File: src/rtl/rr_mux4.sv
// Purpose : round-robin merge of four valid/ready channels onto one tagged stream.
// Latency : 1 cycle from input transfer to word on out_data; one word per cycle sustained.
// Backpr. : in_ready is 0 while the output register is full and not draining, or when en=0.
//
// Ports:
//   clk, rst_n            - clock, asynchronous active-low reset
//   en                    - global enable for accepting new input words
//   in_valid / in_ready   - per-channel handshake (bit i = channel i)
//   in_data               - channel i at [i*WIDTH +: WIDTH]
//   out_valid / out_ready - output handshake
//   out_data / out_sel    - registered word and its source channel
module rr_mux4 #(
  parameter int WIDTH = 8
) (
  input  logic               clk,
  input  logic               rst_n,
  input  logic               en,
  input  logic [3:0]         in_valid,
  input  logic [4*WIDTH-1:0] in_data,
  output logic [3:0]         in_ready,
  output logic               out_valid,
  output logic [WIDTH-1:0]   out_data,
  output logic [1:0]         out_sel,
  input  logic               out_ready
);

  logic [1:0]       ptr_q, ptr_d;
  logic             out_valid_q, out_valid_d;
  logic [WIDTH-1:0] out_data_q, out_data_d;
  logic [1:0]       out_sel_q, out_sel_d;

  logic       slot_free;
  logic       gnt_vld;
  logic [1:0] gnt_idx;
  logic [1:0] cand;
  logic       in_xfer;

  // Output register can take a word if empty or being drained this cycle.
  assign slot_free = !out_valid_q || out_ready;

  // Search ptr, ptr+1, ptr+2, ptr+3 (mod 4). Iterating from the farthest
  // offset down lets the nearest valid channel overwrite earlier hits.
  always_comb begin
    gnt_vld = 1'b0;
    gnt_idx = ptr_q;
    cand    = ptr_q;
    for (int k = 3; k >= 0; k--) begin
      cand = ptr_q + 2'(k);
      if (in_valid[cand]) begin
        gnt_vld = 1'b1;
        gnt_idx = cand;
      end
    end
  end

  // rst_n gating keeps in_ready low for the whole reset window, not just after an edge.
  always_comb begin
    in_ready = 4'b0000;
    if (rst_n && en && slot_free && gnt_vld) begin
      in_ready[gnt_idx] = 1'b1;
    end
  end

  assign in_xfer = |in_ready;

  always_comb begin
    ptr_d       = ptr_q;
    out_valid_d = out_valid_q;
    out_data_d  = out_data_q;
    out_sel_d   = out_sel_q;
    if (in_xfer) begin
      // Reload covers the simultaneous drain case: no bubble, no loss.
      out_valid_d = 1'b1;
      out_data_d  = in_data[gnt_idx*WIDTH +: WIDTH];
      out_sel_d   = gnt_idx;
      ptr_d       = gnt_idx + 2'd1;
    end else if (out_valid_q && out_ready) begin
      out_valid_d = 1'b0;
    end
  end

  always_ff @(posedge clk or negedge rst_n) begin
    if (!rst_n) begin
      ptr_q       <= 2'd0;
      out_valid_q <= 1'b0;
      out_data_q  <= '0;
      out_sel_q   <= 2'd0;
    end else begin
      ptr_q       <= ptr_d;
      out_valid_q <= out_valid_d;
      out_data_q  <= out_data_d;
      out_sel_q   <= out_sel_d;
    end
  end

  assign out_valid = out_valid_q;
  assign out_data  = out_data_q;
  assign out_sel   = out_sel_q;

endmodule

File: config.mk
export PLATFORM = sky130hd
export DESIGN_NAME = rr_mux4
export DESIGN_NICKNAME = d
export VERILOG_FILES = /design/src/rtl/rr_mux4.sv
export SDC_FILE = /design/constraint.sdc
export NUM_CORES = 1
export LEC_CHECK = 0
export BUFFER_PORTS_ARGS = -buffer_cell sky130_fd_sc_hd__clkbuf_2
export CAP_MARGIN = 20
export CORE_MARGIN = 3
export CORE_UTILIZATION = 38
export DETAILED_ROUTE_END_ITERATION = 10
export GPL_ROUTABILITY_DRIVEN = 0
export PLACE_DENSITY = 0.72
export SLEW_MARGIN = 20
export SYNTH_ARGS = -nofsm -noshare
export SYNTH_HDL_FRONTEND = slang
export SYNTH_SLANG_ARGS = --single-unit
File: constraint.sdc
create_clock -name clk -period 1.8 [get_ports clk]
set_input_delay 0.18 -clock clk [delete_from_list [all_inputs] [get_ports clk]]
set_output_delay 0.18 -clock clk [all_outputs]
set_load 0.05 [all_outputs]
Word level (Yosys, flattened, before mapping) --
Cells that the tools add are included.
Word-level totals: bits in registers 13, input port bits 40, logic and storage cells 45
Cells by class: add/subtract/negate cells 4, magnitude comparators 6, shift-type cells 1, mux-type cells 21, reductions and logical operators 9
Operator list (count):
- $shiftx 32x6->8 | 1
- $lt 2x3->1 const B | 5
- $mux 1 | 11
- $bmux 1 s2 | 4
- $mux 2 | 4
- $logic_and 1x1->1 | 5
- $add 2x1->2 const B | 2
- $add 2x2->2 const B | 2
- $mux 4 | 1
- $reduce_or 4->1 | 1
- $demux 1 s2 | 1
- $ge 2x1->1 const B | 1
- $reduce_bool 2->1 | 1
- $logic_not 1->1 | 1
- $logic_or 1x1->1 | 1

Logic depth before layout (Yosys ltp) --
depth after elaboration 14, mapped depth 6, mapped depth without buffers 5

Worst setup path after synthesis --
Ideal clock, no wire load.
path kind reg-to-output, from register out_valid_q, in the netlist out_valid, to output in_ready[0], arrival time 2.007 ns, data required time 1.620 ns, path slack -0.387 ns, stages on the path, launching flop included 7, path buffers 2, cells stage by stage dfrtp_1 > nand2b_1 > and4_1 > clkbuf_1 > nand3_1 > buf_4 > nor2_1
On the way: longest elaborated chain between the ends 5
RTL lines:
- from (decl) | RTL line 28 | logic out_valid_q, out_valid_d;
- from (signal assigned) | RTL line 90 | out_valid_q <= out_valid_d;
- $logic_not 1->1 | RTL line 39 | assign slot_free = !out_valid_q || out_ready;
- $logic_or 1x1->1 | RTL line 39
- $logic_and 1x1->1 (2 in a row) | RTL line 59 | if (rst_n && en && slot_free && gnt_vld) begin
- $mux 4 | RTL line 59
- to (decl) | RTL line 20 | output logic [3:0] in_ready,
Every way passes these cells.

Worst setup path after layout --
from register ptr_q[0], to output in_ready[0]
On the way: longest elaborated chain between the ends 12, elaborated cells on any way between the ends 26, those cells by class add/sub (3); order compare (2); mux (19); reduce/logical (2)
RTL lines:
- from (decl) | RTL line 27 | logic [1:0] ptr_q, ptr_d;
- from (signal assigned) | RTL line 89 | ptr_q <= ptr_d;
- $add 2x2->2 | RTL line 48 | cand = ptr_q + 2'(k);
- $bmux 1 s2 | RTL line 49 | if (in_valid[cand]) begin
- $mux 1 (not written as such) | RTL line 49
- $mux 2 (4 in a row) | RTL line 49
- $lt 2x3->1 (not written as such) or $ge 2x1->1 (tied branches) | RTL line 60 | in_ready[gnt_idx] = 1'b1;
- $logic_and 1x1->1 (not written as such) | RTL line 60
- $mux 1 (not written as such) | RTL line 60
- $demux 1 s2 | RTL line 60
- $mux 4 * | RTL line 59
Every way passes the cells marked *; elsewhere a longest branch is shown, timed or not. The select of a mux whose other input is x is not followed.

==> qor.txt <==
Vias in the first global route - 1208
Fin crit share - 1.083
Metal-1 WL - 1260 um
Antenna Nets Post-Route - 0
Synth async-reset ratio - 1.000
RSZ-0062 raised after global routing - true
Top FF cell, synth - dfrtp_1
Kind of critical path - reg2out
Total Power - 2132 uW
Row count - 17
Reg2Reg Depth - 7
CP endpoint kind - output pin
Synth top area share - 0.3499
Die width - 55.46 um
Worst-margin pin slew - 0.3051 ns
MaxCap Viol Count - 0
Number of CTS-inserted buffers - 3
Worst setup path endpoint - in_ready[0]
Largest net degree at the start of global routing - 14
Achievable clock frequency - 513.1 MHz
Layout filler cell count - 188
Post-layout min period - 1.949 ns
CTS Buffer Depth - 2
Terminus of the critical flop-to-flop path - out_data[1]
Leakage - 0.0007089 uW
Worst-skew pair later-pin latency - 0.28 ns
Crit path DAT - 1.77 ns
# setup viols final - 8
WL final - 3126 um
CP required - 1.62 ns
Sink Count - 13
Register Area - 327.8 um2
Startpoint types - flop
Flop2flop setup slack - -0.04 ns
Multi-input logic area - 620.6 um2
Netlist cell types - 34
DR iter-0 viols - 40
Post-route setup slack - -0.1489 ns
First-pass GRT wire length - 5416 um
Initial antenna violation count - 0
Worst Skew - 0.0009527 ns
Yosys reg bits - 13
Leading area contributor after synthesis - dfrtp_1
# IOs - 55
Met2 wire length - 1655 um
Endpoints failing hold - 0
WL met3 - 163 um
Buffers on Ports - 54
Routed vias/inst - 5.407
Final net count - 217
Clk slew on worst S/H paths - 0.08 ns
Top cells by area, synth - dfrtp_1, mux2_2, nand3_1
CTS root buffer - clkbuf_4
CTS tree - built
DR WL/cell - 15.32 um
Syn Std Cell Area - 929.6 um2
Max layer used - met4
Most common library cells after synthesis - nand3_1, dfrtp_1, o21ai_0
Post-Syn Instances - 97
Hold WS - 0.2219 ns
Rel. slew slack - 0.7962
Power per Cell Area - 1410 nW/um2
Via count - 1103
Setup TNS Final - -0.5490 ns
First-pass detailed-route iteration total - 4
Area Growth Syn to Fin - 62.72%
Status - finished with violations
Htree depth - 1
Final core occ - 0.6647
Average cell area after synthesis - 9.584 um2
Min-Delay Path Class - in2reg
Count leader, synth - nand3_1
Crit path launch - ptr_q[0]
Reg-to-Reg Start - ptr_q[0]
Sequential fraction of the synthesis area - 0.3499
Die ar. - 3076 um2
Layout cell share with drive strength beyond 1 - 0.5966
Post-DP HPWL - 2419 um
Synth warnings - 0
EDFF count, synth - 0
Number of diodes - 0
Pins Over Slew Limit - 0
Die Ht - 55.46 um
Grt ovf - 0
GRT Overall Usage - 0.2149
Core Area - 2276 um2
Failing checks - setup timing
Worst-path fanout max - 4
Starting density of the core - 0.4085
VDD IR max - 0.9374 mV
Syn nets - 137
# DRC - 0
==> metal layers <==
layer,GRT usage,vias up
li1,-,536
met2,0.3834,45
met4,0.06944,0
met1,0.2496,515
met3,0.05140,7
met5,0,-
==> worst max-delay path, stage by stage, from the launching register on <==
cell and delay, ns:
dfrtp_1 0.38, buf_4 0.16, o22ai_2 0.09, a221o_2 0.40, nor2_4 0.13, buf_4 0.13, nor2_4 0.03, clkbuf_8 0.16
==> cells by family after synthesis <==
group | share of synthesized area
xor+xnor | 0.009423
flops | 0.3499
compound gates | 0.2678
simple gates | 0.2369
mux | 0.1131
buf+inv | 0.02288
==> worst min path at each step <==
stage / start / end / slack [ns] / depth (start not counted)
global placement: rst_n / out_sel[1] / 0.19 / 2
floorplan: rst_n / out_data[0] / -0.12 / 0
global route: out_ready / out_valid / 0.24 / 3
detailed placement: rst_n / out_sel[1] / 0.19 / 2
CTS: out_ready / out_valid / 0.23 / 3
finish: out_ready / out_valid / 0.22 / 3
==> layout make-up <==
cell class	instances	share of cell area
Sequential cell	13	0.2167
Clock buffer	4	0.01737
Tap cell	28	0.02316
Timing Repair Buffer	79	0.3325
Multi-Input combinational cell	80	0.4103
==> flip-flops by register name (all words and copies together), names as in the netlist <==
name	flops
out_valid	1
out_data	8
ptr_q	2
out_sel	2
==> cell usage in the layout, fill, tap and decap left out, types with 3 or more instances in the layout <==
| master | Yosys | routed |
|---|---|---|
| buf_4 | 1 | 24 |
| clkbuf_2 | 0 | 50 |
| clkbuf_4 | 0 | 3 |
| dfrtp_1 | 13 | 11 |
| mux2_2 | 8 | 8 |
| nand2_1 | 3 | 3 |
| nand3_1 | 17 | 17 |
| nor2_1 | 8 | 5 |
| nor2_4 | 0 | 3 |
| o21ai_0 | 9 | 8 |
| o221a_1 | 7 | 7 |
==> through the flow <==
stage	instance area [um2]	cells	setup WS, ns
after floorplan	947.2	97	-0.01464
after global placement	1396	195	0.04695
after detailed placement	1396	195	-0.008925
after CTS	1504	203	-0.1467
after global routing	1513	204	-0.1988
final	1513	204	-0.1489
==> power by group <==
part           leakage [uW]  switching [uW]  internal (uW)  total (uW)
registers          0.000143            85.6            423         509
clock network     0.0000150             101           86.2         188
logic              0.000551             872            563        1440
total              0.000709            1060           1070        2130
==> repair_timing <==
action	4_1_cts	5_1_grt
resized for setup	12	1
hold buffers	1	0
setup endpoints to repair	12	12
hold endpoints to repair	13	0
buffers inserted	3	1
pin swaps	4	2
No activity file was read; power rests on OpenSTA's default activity.
